===== config.mk =====
export PLATFORM = sky130hd
export DESIGN_NAME = seg_display_arbiter
export DESIGN_NICKNAME = d
export VERILOG_FILES = /design/src/rtl/seg_pkg.sv /design/src/rtl/rr_picker.sv /design/src/rtl/seg_display_arbiter.sv
export SDC_FILE = /design/constraint.sdc
export NUM_CORES = 1
export LEC_CHECK = 0
export ABC_AREA = 1
export BUFFER_PORTS_ARGS = -buffer_cell sky130_fd_sc_hd__buf_2
export CORE_ASPECT_RATIO = 1.25
export CORE_MARGIN = 2
export CORE_UTILIZATION = 57
export DETAILED_ROUTE_END_ITERATION = 7
export GPL_TIMING_DRIVEN = 0
export PLACE_DENSITY = 0.91
export SLEW_MARGIN = 20
export SYNTH_ARGS = -nofsm -noshare
export SYNTH_HDL_FRONTEND = slang
export SYNTH_SLANG_ARGS = --single-unit

===== constraint.sdc =====
create_clock -name clk -period 2.48 [get_ports clk]
set_input_delay 0.496 -clock clk [delete_from_list [all_inputs] [get_ports clk]]
set_output_delay 0.496 -clock clk [all_outputs]
set_load 0.02 [all_outputs]

===== src/rtl/seg_pkg.sv =====
// Shared constants and state encoding for the seven-segment display arbiter.
package seg_pkg;

    localparam int NUM_W = 16;
    localparam int DIGITS = 4;
    localparam logic [NUM_W-1:0] DEFAULT_NUM = 16'h0000;

    typedef enum logic [1:0] {
        IDLE = 2'd0,
        ARB  = 2'd1,
        HOLD = 2'd2
    } state_t;

endpackage


===== src/rtl/rr_picker.sv =====
// Round-robin first-set search: returns the first asserted request at or
// after the start index, wrapping modulo N_REQ.
module rr_picker #(
    parameter int N_REQ = 3,
    parameter int IDX_W = 2
) (
    input  logic [N_REQ-1:0] req,
    input  logic [IDX_W-1:0] start,
    output logic [IDX_W-1:0] pick,
    output logic             found
);

    int idx;

    // Scan offsets from farthest to nearest so the nearest asserted request wins.
    always_comb begin
        // NOTE: every output gets a default before the loop, otherwise a
        // path with no assignment would infer a latch.
        pick  = '0;
        found = 1'b0;
        idx   = 0;
        for (int i = N_REQ - 1; i >= 0; i--) begin
            idx = (int'(start) + i) % N_REQ;
            if (req[idx]) begin
                pick  = IDX_W'(idx);
                found = 1'b1;
            end
        end
    end

endmodule


===== src/rtl/seg_display_arbiter.sv =====
// Grants the shared 4-digit display to one requester at a time in
// round-robin order, holding each owner for a minimum number of cycles.
module seg_display_arbiter
    import seg_pkg::NUM_W, seg_pkg::state_t, seg_pkg::IDLE, seg_pkg::ARB, seg_pkg::HOLD;
#(
    parameter int               N_REQ       = 3,
    parameter int               HOLD_CYCLES = 50_000_000,
    parameter logic [NUM_W-1:0] DEFAULT_NUM = seg_pkg::DEFAULT_NUM
) (
    input  logic                   clk,
    input  logic                   rst,
    input  logic [N_REQ-1:0]       req,
    input  logic [NUM_W*N_REQ-1:0] req_num,
    output logic [N_REQ-1:0]       grant,
    output logic [NUM_W-1:0]       num,
    output logic                   blank,
    output logic                   busy
);

    localparam int IDX_W = (N_REQ > 1) ? $clog2(N_REQ) : 1;
    localparam int CNT_W = (HOLD_CYCLES > 1) ? $clog2(HOLD_CYCLES) : 1;
    localparam logic [CNT_W-1:0] HOLD_LAST = CNT_W'(HOLD_CYCLES - 1);
    localparam logic [IDX_W-1:0] LAST_IDX  = IDX_W'(N_REQ - 1);

    state_t           state;
    logic [CNT_W-1:0] cnt;
    logic [IDX_W-1:0] owner;
    logic [IDX_W-1:0] last_owner;
    logic [IDX_W-1:0] start;
    logic [IDX_W-1:0] pick;
    logic             found;
    logic [N_REQ-1:0] owner_mask;
    logic             owner_req;
    logic             others_req;
    logic             expired;
    logic [NUM_W-1:0] owner_num;
    logic [NUM_W-1:0] pick_num;

    // Search start, owner status and the selected value slices.
    always_comb begin
        start      = (last_owner == LAST_IDX) ? '0 : last_owner + IDX_W'(1);
        owner_mask = N_REQ'(1) << owner;
        owner_req  = |(req & owner_mask);
        others_req = |(req & ~owner_mask);
        expired    = (cnt == HOLD_LAST);
        owner_num  = req_num[NUM_W*int'(owner) +: NUM_W];
        pick_num   = req_num[NUM_W*int'(pick) +: NUM_W];
    end

    rr_picker #(
        .N_REQ (N_REQ),
        .IDX_W (IDX_W)
    ) u_picker (
        .req   (req),
        .start (start),
        .pick  (pick),
        .found (found)
    );

    // Arbitration FSM with hold counter and registered display outputs.
    always_ff @(posedge clk or posedge rst) begin
        if (rst) begin
            state      <= IDLE;
            grant      <= '0;
            num        <= DEFAULT_NUM;
            blank      <= 1'b1;
            busy       <= 1'b0;
            cnt        <= '0;
            owner      <= '0;
            last_owner <= LAST_IDX;
        end else begin
            // NOTE: non-blocking assignments so every register samples the
            // pre-edge values regardless of statement order.
            case (state)
                IDLE: begin
                    num <= DEFAULT_NUM;
                    if (|req) begin
                        state <= ARB;
                        busy  <= 1'b1;
                    end
                end
                ARB: begin
                    if (found) begin
                        state      <= HOLD;
                        grant      <= N_REQ'(1) << pick;
                        owner      <= pick;
                        last_owner <= pick;
                        num        <= pick_num;
                        cnt        <= '0;
                        blank      <= 1'b0;
                    end else begin
                        state <= IDLE;
                        grant <= '0;
                        num   <= DEFAULT_NUM;
                        blank <= 1'b1;
                        busy  <= 1'b0;
                    end
                end
                HOLD: begin
                    if (!owner_req || (expired && others_req)) begin
                        state <= ARB;
                        grant <= '0;
                    end else begin
                        num <= owner_num;
                        if (!expired) begin
                            cnt <= cnt + CNT_W'(1);
                        end
                    end
                end
                default: begin
                    state <= IDLE;
                    grant <= '0;
                    num   <= DEFAULT_NUM;
                    blank <= 1'b1;
                    busy  <= 1'b0;
                end
            endcase
        end
    end

endmodule

# Word-level counts from Yosys, hierarchy flattened
# Index checks and enable logic that the tools add are counted.
[word_totals]
register_bits = 53
out_inout_bits = 21
[classes]
add_sub_neg = 4
order_cmp = 3
shift = 4
n_mux = 35
reduce_logical = 14
n_div = 3
bitwise = 5
eq_ne = 10
[op_table]
columns = ["op", "n"]
rows = [
  ["$lt A32 B4 Y1 const B", 3],
  ["$shiftx A48 B7 Y16", 2],
  ["$mux W26", 3],
  ["$mod A32 B3 Y32 const B", 2],
  ["$pmux W26 S2", 1],
  ["$mod A3 B3 Y32 const B", 1],
  ["$mux W16", 2],
  ["$pmux W16 S2", 1],
  ["$add A26 B1 Y26 const B", 1],
  ["$eq A26 B26 Y1 const B", 1],
  ["$mux W2", 7],
  ["$mux W1", 12],
  ["$ne A2 B2 Y1 const B", 6],
  ["$pmux W3 S3", 1],
  ["$reduce_or A3 Y1", 3],
  ["$and A3 B3 Y3", 2],
  ["$bmux W1 S2", 3],
  ["$mux W3", 2],
  ["$pmux W2 S3", 1],
  ["$reduce_and A2 Y1", 3],
  ["$shl A1 B2 Y3 const A", 2],
  ["$eq A2 B2 Y1 const B", 2],
  ["$reduce_and A4 Y1", 1],
  ["$add A2 B1 Y3 const B", 1],
  ["14 further kinds", 15],
]

# Logic depth before layout (Yosys ltp)
# Gate-level depths: netlist (run 1).
[depth]
word_depth = 13
ltp_mapped = 14

# Modules after synthesis
# Synthesis (run 1) repeated with hierarchy kept, for this count alone.
[hier_totals]
cells_unflattened = 640
area_unflattened_um2 = 4093.9
[by_module_without_submodules]
columns = ["module", "n_inst", "seq_area_each_um2", "area_each_um2", "cells_each"]
rows = [
  ["seg_display_arbiter", 1, 1303.8, 3883.7, 599],
  ["rr_picker", 1, 0.0, 210.2, 41],
]

# Worst setup path after synthesis (run 1)
# Ideal clock, no wire load.
[synth_path]
path_kind = "flip-flop to flip-flop"
from = "register cnt[0]"
to = "register num[0]"
stages_incl_launch_ff = 13
setup_time_ps = 117
t_arrival_ps = 1740
t_required_ps = 2363
slack_ps = 624
period_less_slack_ps = 1856
cell_sequence = "dfrtp_1 > ha_1 > nand2_1 > nor2_4 > and3_1 > nand3_1 > nand2_2 > nand2_4 > inv_4 > nor2_4 > buf_2 > nand2_1 > nand2_1"
[synth_via]
elab_chain_cells = 4
[synth_lines]
columns = ["item", "line_no", "text"]
rows = [
  ["start, declared", "seg_display_arbiter.sv:26", "logic [CNT_W-1:0] cnt;"],
  ["start signal, assigned", "seg_display_arbiter.sv:106", "cnt <= cnt + CNT_W'(1);"],
  ["$eq A26 B26 Y1", "seg_display_arbiter.sv:45", "expired = (cnt == HOLD_LAST);"],
  ["$logic_and A1 B1 Y1", "seg_display_arbiter.sv:100", "if (!owner_req || (expired && others_req)) begin"],
  ["$logic_or A1 B1 Y1", "seg_display_arbiter.sv:100", ""],
  ["$ne A2 B2 Y1 (no line)", "--", ""],
  ["end signal, assigned", "seg_display_arbiter.sv:88", "num <= pick_num;"],
  ["end signal, assigned", "seg_display_arbiter.sv:104", "num <= owner_num;"],
  ["end, declared", "seg_display_arbiter.sv:15", "output logic [NUM_W-1:0] num,"],
]
# No other way between the ends.
# A chain may end at the register's enable or synchronous reset.

# Worst setup path in the final report (run 1)
[layout_path]
from = "register cnt[0]"
to = "register cnt[1]"
[layout_via]
elab_chain_cells = 5
word_cells_on_any_way = 10
classes_between = "add/sub (1); eq/ne (3); mux (3); reduce/logical (3)"
[layout_lines]
columns = ["item"]
rows = [
  ["branches (longest 5 deep; another with $add A26 B1 Y26)"],
]
# Several ways; the timed one is not identified. The select of a mux whose other input is x is not followed.

==> results of run 1 <==
-- cells by family (layout without fill, tap and decap cells) --
kind of cell / Yosys count / after routing / share of synthesized area (%)
compound gates: 21 / 21 / 3.35
simple gates: 547 / 547 / 55.2
xor+xnor: 8 / 8 / 1.63
flops: 52 / 52 / 30.3
buf+inv: 80 / 161 / 8.09
fa+ha+maj: 5 / 5 / 1.45
-- where the power goes --
part	internal (mW)	switching [mW]	total [mW]	leakage, nW
combinational	1.00	2.23	3.23	1.86
clock	0.504	0.297	0.802	0.0784
sequential	1.08	0.159	1.24	0.702
total	2.59	2.69	5.28	2.65
-- per-layer routing --
layer | vias to the layer above | wire, um
met4 | 0 | 479
li1 | 2459 | -
met5 | - | 0
met2 | 277 | 6150
met3 | 47 | 1060
met1 | 2178 | 4960
-- placed cells by master, fill, tap and decap left out, types with 4 or more instances in the layout --
cell type	netlist	layout
nand2_1	324	324
nor3_1	13	13
inv_1	39	38
o21bai_1	4	4
dfrtp_1	50	49
clkbuf_1	12	10
inv_2	8	9
o21ai_0	10	10
nand4_1	37	37
nor2_1	58	58
buf_2	12	84
xor2_1	6	6
nand3_1	101	101
clkbuf_8	0	5
ha_1	5	4
-- area by class of cell --
| cell class | count | area share [%] |
|---|---|---|
| multi-input combinational | 581 | 53.5 |
| sequential | 52 | 26.3 |
| timing repair buffer | 73 | 7.65 |
| inverter | 48 | 3.68 |
| buffer | 32 | 3.40 |
| tap | 92 | 2.32 |
| clock inverter | 3 | 1.81 |
| clock buffer | 5 | 1.38 |
-- path summary, 6_finish.rpt --
path                                         start                   endpoint  slack, ns  cells past startpoint
worst max register to register  cnt[0]$_DFFE_PP0P_         cnt[1]$_DFFE_PP0P_       0.21                     12
worst min-delay path                           rst        cnt[15]$_DFFE_PP0P_       0.20                      2
max in group asynchronous                      rst  last_owner[1]$_DFFE_PP1N_       1.67                      3
worst max-delay path            cnt[0]$_DFFE_PP0P_         cnt[1]$_DFFE_PP0P_       0.21                     12
worst min register to register  num[6]$_DFFE_PP0P_         num[6]$_DFFE_PP0P_       0.48                      2
min in group clk                num[6]$_DFFE_PP0P_         num[6]$_DFFE_PP0P_       0.48                      2
-- synth_stat cells (all sizes together), types with 4 or more instances --
master	n	share of area, %
nor3	13	1.5
nand2	328	29
ha	5	1.5
dfrtp	50	29
o21ai	12	1.5
nor2	61	5.7
nand3	104	13
o21bai	4	0.70
inv	48	4.2
xor2	6	1.2
buf	20	2.8
clkbuf	12	1.0
nand4	37	5.4
-- state kept, by name (all words and copies together) (netlist names) --
signal	cells
busy	1
last_owner	1
cnt	26
num	16
state	2
grant	3
owner	2
blank	1
-- worst max-delay path: stages, from the launching register on --
cell,delay (ns)
dfrtp_2,0.45
ha_2,0.28
nand2_1,0.13
nor2_4,0.21
nand4_1,0.11
nor2_1,0.14
nand2_1,0.07
nand2_1,0.07
o21ai_2,0.18
nand3_4,0.23
buf_4,0.20
nand2_1,0.07
nand2_1,0.06
-- through the flow --
| step | setup slack (ns) | area, um^2 |
|---|---|---|
| 2_1_floorplan | 0.624 | 4300 |
| 4_1_cts | 0.0879 | 4950 |
| 6_report | 0.212 | 4970 |
| 5_1_grt | 0.0635 | 4970 |
| 3_3_place_gp | 0.121 | 4780 |
| 3_5_place_dp | 0.129 | 4800 |
-- timing repair --
item | CTS | global route
buffers inserted | 0 | 0
gates resized for setup | 0 | 8
endpoints found under the setup margin | 0 | 31
==> flow_summary.yaml, run 1 <==
status:
  outcome: "finished clean"
clock_tree:
  h-tree-depth: 2
  cts_buffer_depth: 2
  insertion_delay_ns: 0.32
  clock_sinks: 52
  cts_tree: "built"
  cts_made_buffers: 5
  clockRootBuffer: "clkbuf_8"
  cts.reportedPaths.clkPinSlew_ns: 0.11
  hold_buffers: 0
yosys:
  yosys_warnings: 0
  ys_seq_elements: 52
  synth_edf_count: 0
  syn_nets: 771
  netlist_area_um2: 4300
  synth.distinct_cells: 38
  synth_flop_cell: "dfrtp_1"
  seq_area_frac_synth_pct: 30.3
  synth_area_per_cell_um2: 6.03
  synthCells: 713
  synthArstFlopShare_pct: 100
route:
  wirelength_um: 12700
  viasPerCell: 5.60
  antenna_left: 0
  detailedRoute.firstPassIterationCount: 7
  via_count: 4961
  drt_iter0_drc: 474
  wl_per_cell_um: 14.3
  drc: 0
layout:
  multi_input_area_um2: 2660
  utilization_pct: 67.6
  nNetsFinal: 851
  fillers: 676
  fin_cells: 886
  seqCellArea_um2: 1310
  syn2layout_area_growth_pct: 15.6
  drive_gt1_share_pct: 16.1
  antennaDiodeCount: 0
floorplan:
  core_um2: 7360
  die_h_um: 101
  io-pin-count: 74
  start_util_pct: 58.5
  die_area_um2: 8260
  die_w_um: 81.7
  rows: 35
sta:
  fin_crit_sh_pct: 91.5
  min_period_ns: 2.27
  tightest_slew_ns: 0.585
  grt_setup_unrepaired: "no"
  maxSlewHeadroom_pct: 61.0
  finalSetupViolations: 0
  fin_setup_tns_ns: 0
  whs_ns: 0.201
  hold_violations: 0
  fmaxAchievable_ghz: 0.441
  finalClockSkew_ns: 0.0162
  maxSlewViolCount: 0
global_route:
  grt_busiest_layer: "met2"
  grt_first_pass_wirelength_um: 21300
  use_met2_pct: 52.6
  overflow: 0
  grt_pass1_vias: 4654
  grt_max_degree: 31
  grt_usage_pct: 32.4
  grt_util_met3_pct: 7.17
  gr-usage-met1_pct: 41.2
  antenna_found_initial: 0
setup_path:
  cp-start-kind: "flop"
  path_class: "flop to flop"
  cp_max_fo: 10
  cp.arrival_ns: 2.52
  end_kind: "flop"
  crit_required_ns: 2.73
pwr:
  p_total_mw: 5.28
  p_leak_nw: 2.65
  p_per_area_nw_per_um2: 1060
  irDropWorstVdd_uv: 890
flow_run:
  max-cap-violations: 0
placed_design:
  io_buffer_count: 72
  place.gp.congestion: 1.01
  hpwl_um: 9310
  place_inst: 878
worst_hold_path:
  hp-class: "primary input to asynchronous set/reset pin"
No activity file was read; power rests on OpenSTA's default activity.
==> run 2: changes to the inputs <==
--- a/config.mk
+++ b/config.mk
@@ -7,9 +7,10 @@
 export LEC_CHECK = 0
 export ABC_AREA = 1
 export BUFFER_PORTS_ARGS = -buffer_cell sky130_fd_sc_hd__buf_2
+export CELL_PAD_IN_SITES_DETAIL_PLACEMENT = 0
+export CELL_PAD_IN_SITES_GLOBAL_PLACEMENT = 1
 export CORE_ASPECT_RATIO = 1.25
-export CORE_MARGIN = 2
-export CORE_UTILIZATION = 57
+export CORE_UTILIZATION = 39
 export DETAILED_ROUTE_END_ITERATION = 7
 export GPL_TIMING_DRIVEN = 0
 export PLACE_DENSITY = 0.91
==> run 2 against run 1 <==
Sequential cell count is the same. Register-to-register slack lost 0.098 ns. Via count shrank 4.0%. Largest cell class unchanged. Highest routed layer unchanged.
==> flow_summary.yaml, run 2 (synthesis results as in run 1) <==
status:
  outcome: "finished clean"
setup_path:
  cp.arrival_ns: 2.55
  end_kind: "flop"
  cp_max_fo: 10
  crit_required_ns: 2.66
  cp-start-kind: "flop"
  path_class: "flop to flop"
floorplan:
  die_h_um: 119
  core_um2: 10700
  start_util_pct: 40.3
  io-pin-count: 74
  die_area_um2: 11500
  die_w_um: 95.9
  rows: 42
clock_tree:
  cts.reportedPaths.clkPinSlew_ns: 0.07
  cts_tree: "built"
  ctsResizeCount: 0
  clock_sinks: 52
  insertion_delay_ns: 0.30
  clockRootBuffer: "clkbuf_16"
  cts_made_buffers: 5
  postCtsSetupRepairBufs: 0
  hold_buffers: 0
  h-tree-depth: 2
  cts_buffer_depth: 2
sta:
  finalClockSkew_ns: 0.0117
  fmaxAchievable_ghz: 0.423
  whs_ns: 0.215
  fin_crit_sh_pct: 95.4
  min_period_ns: 2.37
  maxSlewViolCount: 0
  hold_violations: 0
  tightest_slew_ns: 0.549
  fin_setup_tns_ns: 0
  finalSetupViolations: 0
  maxSlewHeadroom_pct: 63.4
  grt_setup_unrepaired: "no"
placed_design:
  place.gp.congestion: 0.924
  hpwl_um: 10100
  io_buffer_count: 72
global_route:
  grt_usage_pct: 23.5
  grt_max_degree: 32
  overflow: 0
  grt_first_pass_wirelength_um: 21300
  antenna_found_initial: 0
  grt_pass1_vias: 4647
route:
  wl_per_cell_um: 13.7
  viasPerCell: 5.14
  drt_iter0_drc: 247
  wirelength_um: 12700
  drc: 0
  antenna_left: 0
  detailedRoute.firstPassIterationCount: 5
  via_count: 4763
layout:
  reg.largest.list: "cnt x26, num x16, grant x3"
  top_register: "cnt"
  largest_reg_flops: 26
  antennaDiodeCount: 0
  drive_gt1_share_pct: 15.9
  layout.cells.most_common_list: "324 x nand2_1, 101 x nand3_1, 84 x buf_2"
  fillers: 1157
  layout_commonest_cell: "nand2_1"
  nNetsFinal: 851
  syn2layout_area_growth_pct: 16.4
pwr:
  p_per_area_nw_per_um2: 1030
  irDropWorstVdd_uv: 600
  p_leak_nw: 2.64
  p_total_mw: 5.15
worst_hold_path:
  hp-class: "primary input to asynchronous set/reset pin"
flow_run:
  max-cap-violations: 0
[run 2: cell count changes in the layout (fill, tap and decap cells not counted), sizes merged]
cell / previous run / this run
bufinv: 3 / 0
clkbuf: 18 / 19
inv: 48 / 50
[run 2: layer usage]
metal	vias up	global-route usage, %	routed length [um]
met5	-	0	0
met4	0	7.93	293
met3	23	3.83	905
met2	171	40.8	6130
met1	2110	28.8	5360
li1	2459	-	-
[run 2: final timing paths]
| check | slack (ns) | startpoint | to | depth (start not counted) |
|---|---|---|---|---|
| setup reg to reg | 0.11 | cnt[0]$_DFFE_PP0P_ | cnt[9]$_DFFE_PP0P_ | 11 |
| min in group clk | 0.48 | grant[2]$_DFFE_PP0P_ | grant[2]$_DFFE_PP0P_ | 2 |
| hold / removal | 0.21 | rst | num[11]$_DFFE_PP0P_ | 2 |
| hold reg to reg | 0.48 | grant[2]$_DFFE_PP0P_ | grant[2]$_DFFE_PP0P_ | 2 |
| max in group asynchronous | 1.66 | rst | blank$_DFFE_PP1N_ | 3 |
| setup / recovery | 0.11 | cnt[0]$_DFFE_PP0P_ | cnt[9]$_DFFE_PP0P_ | 11 |
[run 2: per-stage QoR]
step	setup slack (ns)	instances	area, um^2	util [%]
floorplan	0.624	713	4300	-
global placement	0.0337	917	4830	45.2
detailed placement	0.0388	918	4850	45.4
CTS	0.0121	926	4990	46.8
global route	0.00770	926	5010	46.9
finish	0.114	926	5010	46.9
[run 2: critical path: stages (launching register included)]
cell and delay, ns:
dfrtp_1 0.51, ha_2 0.32, nand2_1 0.12, nor2_4 0.20, nand4_1 0.11, nor2_1 0.15
nand2_1 0.08, nand2_1 0.08, o21ai_2 0.17, clkbuf_2 0.30, nand4_1 0.14, nand2_1 0.08
[run 2: area by class of cell]
class	count	area, um^2	area share [%]
Timing Repair Buffer	73	380	7.60
Buffer	32	169	3.37
Multi-Input combinational cell	581	2660	53.1
Clock inverter	2	17.5	0.350
Clock buffer	6	129	2.57
Inverter	48	183	3.65
Tap cell	132	165	3.30
Sequential cell	52	1300	26.0
[run 2: where the power goes]
group | leakage (nW) | switching, mW | internal (mW) | total (mW)
sequential | 0.704 | 0.166 | 1.08 | 1.25
combinational | 1.86 | 2.19 | 1.00 | 3.19
clock | 0.0719 | 0.331 | 0.383 | 0.714
total | 2.64 | 2.69 | 2.47 | 5.15
==> run 3: changes to the inputs <==
--- a/config.mk
+++ b/config.mk
@@ -7,14 +7,15 @@
 export LEC_CHECK = 0
 export ABC_AREA = 1
 export BUFFER_PORTS_ARGS = -buffer_cell sky130_fd_sc_hd__buf_2
-export CELL_PAD_IN_SITES_DETAIL_PLACEMENT = 0
+export CELL_PAD_IN_SITES_DETAIL_PLACEMENT = 1
 export CELL_PAD_IN_SITES_GLOBAL_PLACEMENT = 1
 export CORE_ASPECT_RATIO = 1.25
 export CORE_UTILIZATION = 39
 export DETAILED_ROUTE_END_ITERATION = 7
 export GPL_TIMING_DRIVEN = 0
-export PLACE_DENSITY = 0.91
+export PLACE_DENSITY = 0.9
 export SLEW_MARGIN = 20
 export SYNTH_ARGS = -nofsm -noshare
 export SYNTH_HDL_FRONTEND = slang
+export SYNTH_HIERARCHICAL = 1
 export SYNTH_SLANG_ARGS = --single-unit
==> run 3 against run 2 <==
Die area fell by 4.7%. Clock-buffer cell count grew 1. Sequential share of layout area decreased by 1.0 points. The flow now finishes with violations (negative setup slack). Cell count is 6.5% lower. Worst setup slack got worse by 0.20 ns. First-iteration DRC count is 33% lower. Register-to-register slack got worse by 0.20 ns. Clock skew shrank 0.0024 ns. Highest routed layer unchanged. Non-clock buffer count rose by 3. Cell area grew 4.2%. Worst hold slack improved by 0.094 ns.
==> flow_summary.yaml, run 3 <==
flow_run:
  max-cap-violations: 0
clock_tree:
  cts_buffer_depth: 2
  cts_made_buffers: 5
  clock_sinks: 52
  cts_tree: "built"
  hold_buffers: 0
  clockRootBuffer: "clkbuf_16"
  insertion_delay_ns: 0.30
  h-tree-depth: 2
  cts.reportedPaths.clkPinSlew_ns: 0.07
sta:
  tightest_slew_ns: 0.708
  fin_ws_ns: -0.0868
  hold_violations: 0
  fin_setup_tns_ns: -0.159
  min_period_ns: 2.57
  maxSlewViolCount: 0
  fmaxAchievable_ghz: 0.390
  grt_setup_unrepaired: "yes"
  maxSlewHeadroom_pct: 52.8
  fin_crit_sh_pct: 103
  finalClockSkew_ns: 0.00922
  finalSetupViolations: 5
setup_path:
  reg2reg_depth: 16
  end_kind: "flop"
  startpoint: "last_owner[1]$_DFFE_PP1P_"
  cp_max_fo: 6
  critPathSlowestCell: "dfstp_2"
  timing.rr.start: "last_owner[1]$_DFFE_PP1P_"
  crit_path_cell_trace: "nor2_4 -> inv_2 -> ha_4 -> inv_4 -> nand2_2 -> nand3_2 -> nand2_1 -> nand3b_1 -> nand2_4 -> buf_12 -> nor2_4 -> nor2_4 -> o21ai_2 -> o21a_1 -> nand2_1 -> nand2_1"
  path_class: "flop to flop"
  critPathTopFamily: "simple AND/OR/NAND/NOR gates"
  cp.arrival_ns: 2.76
  reg2reg_to: "num[12]$_DFFE_PP0P_"
  cp-start-kind: "flop"
  path_buf_inv: 3
  path_depth: 16
  timing.reg2reg.setup_slack_ns: -0.09
  crit_required_ns: 2.67
  max_stage_delay_ns: 0.60
  cp-endpoint: "num[12]$_DFFE_PP0P_"
yosys:
  synth_area_per_cell_um2: 6.40
  synth_common_cells: "256 x nand2_1, 67 x nand3_1, 64 x nor2_1, 63 x inv_1, 50 x dfrtp_1"
  synthCells: 640
  seq_area_frac_synth_pct: 31.8
  synth_edf_count: 0
  netlist_area_um2: 4090
  yosys.area.top_type_share_pct: 30.6
  yosys_warnings: 6
  synth.area.top_cells: "dfrtp_1 31%, nand2_1 23%, nand3_1 8.2%"
  synth.distinct_cells: 37
  syn_nets: 701
  ys_seq_elements: 52
  synth_flop_cell: "dfrtp_1"
  yosys.cell_count.top_type: "nand2_1"
  synthArstFlopShare_pct: 100
  synth_top_area_cell: "dfrtp_1"
route:
  drt_iter0_drc: 166
  detailedRoute.firstPassIterationCount: 4
  drc: 0
  antenna_left: 0
  wirelength_um: 14800
  via_count: 4634
  wl_per_cell_um: 17.1
  viasPerCell: 5.35
global_route:
  overflow: 0
  antenna_found_initial: 0
  grt_usage_pct: 27.3
  grt_max_degree: 53
  grt_first_pass_wirelength_um: 23000
  grt_pass1_vias: 4797
layout:
  layout_commonest_cell: "nand2_1"
  largest_reg_flops: 26
  reg.largest.list: "cnt x26, num x16, grant x3"
  layout.cells.most_common_list: "244 x nand2_1, 75 x buf_2, 66 x nand3_1"
  top_register: "cnt"
  antennaDiodeCount: 0
  fillers: 1371
  syn2layout_area_growth_pct: 27.4
  nNetsFinal: 798
  multi_input_area_um2: 2590
  utilization_pct: 51.4
  drive_gt1_share_pct: 26.3
  seqCellArea_um2: 1310
placed_design:
  io_buffer_count: 73
  hpwl_um: 10400
  place.gp.congestion: 0.907
floorplan:
  core_um2: 10200
  start_util_pct: 40.3
  die_area_um2: 10900
  die_h_um: 117
  rows: 41
  io-pin-count: 74
  die_w_um: 93.6
status:
  outcome: "complete, but fails checks"
  violations: "negative setup slack"
pwr:
  p_leak_nw: 2.64
  p_per_area_nw_per_um2: 1030
  irDropWorstVdd_uv: 648
worst_hold_path:
  hp-class: "primary input to asynchronous set/reset pin"
-- run 3: cell types whose count changed after synthesis, sizes merged, moves of 8 or more --
cell | before | now
o211ai | 2 | 10
nand3 | 104 | 73
inv | 48 | 71
nor3 | 13 | 2
nand2 | 328 | 266
a21oi | 1 | 11
nand4 | 37 | 8
nor2 | 61 | 73
o21ai | 12 | 29
-- run 3: per-layer routing --
layer	wire length, um	vias up	GRT usage, %	share of wire [%]
met5	0	-	0	0
met4	491	0	11.4	3.3
met3	597	36	4.95	4.0
met2	8130	119	52.0	55
met1	5580	2282	29.6	38
li1	-	2197	-	-
-- run 3: where the power goes --
group,switching [mW],leakage (nW),internal [mW]
clock,0.332,0.0760,0.425
combinational,2.20,1.86,1.32
sequential,0.100,0.705,0.979
-- run 3: worst min path at each step --
stage	from	to	slack [ns]
after floorplan	last_owner[1]$_DFFE_PP1P_	last_owner[1]$_DFFE_PP1P_	0.46
after global placement	num[0]$_DFFE_PP0P_	num[0]$_DFFE_PP0P_	0.45
after detailed placement	num[0]$_DFFE_PP0P_	num[0]$_DFFE_PP0P_	0.46
after CTS	rst	num[9]$_DFFE_PP0P_	0.33
after global routing	rst	num[9]$_DFFE_PP0P_	0.38
final	rst	num[7]$_DFFE_PP0P_	0.31
-- run 3: timing repair --
action                                 4_1_cts  5_1_grt
setup buffers                                9        7
resized for setup                           35       60
cloned                                       0        1
pin swaps                                    5       41
setup endpoints to repair                   46       43
endpoints found under the hold margin        0        0
-- run 3: cell type report --
| type | instances | share of cell area [%] |
|---|---|---|
| inverter | 72 | 5.56 |
| buffer | 18 | 3.07 |
| timing repair buffer | 90 | 10.7 |
| clock buffer | 7 | 2.93 |
| tap | 129 | 3.09 |
| sequential | 52 | 25.0 |
| multi-input combinational | 498 | 49.6 |
-- run 3: logic make-up (layout without fill, tap and decap cells) --
kind of cell | Yosys count | count (layout) | share of synthesized area (%)
DFF | 52 | 52 | 31.8
and+or+nand+nor | 425 | 425 | 45.5
AOI/OAI and AO/OA | 54 | 54 | 8.04
adders and majority gates | 8 | 8 | 2.45
xor gates and xnor gates | 11 | 11 | 2.35
buffers and inverters | 90 | 187 | 9.84
-- run 3: worst reg2reg max path: cells and delay by family, from the launching register on --
kind	cells	cell delay, ns
fa+ha+maj	1	0.23
compound gates	2	0.30
buf+inv	3	0.27
flops	1	0.60
simple gates	10	1.05
-- run 3: through the flow --
| stage | cell area (um^2) | setup slack (ns) | cells | hold WS [ns] | power, mW |
|---|---|---|---|---|---|
| 2_1_floorplan | 4090 | 0.0389 | 640 | 0.456 | 2.79 |
| 4_1_cts | 4990 | 0.0199 | 858 | 0.334 | 4.76 |
| 3_5_place_dp | 4620 | -0.690 | 842 | 0.460 | 3.54 |
| 3_3_place_gp | 4620 | -0.479 | 842 | 0.454 | 3.43 |
| 6_report | 5220 | -0.0868 | 866 | 0.309 | 5.36 |
| 5_1_grt | 5220 | -0.171 | 866 | 0.379 | 5.67 |
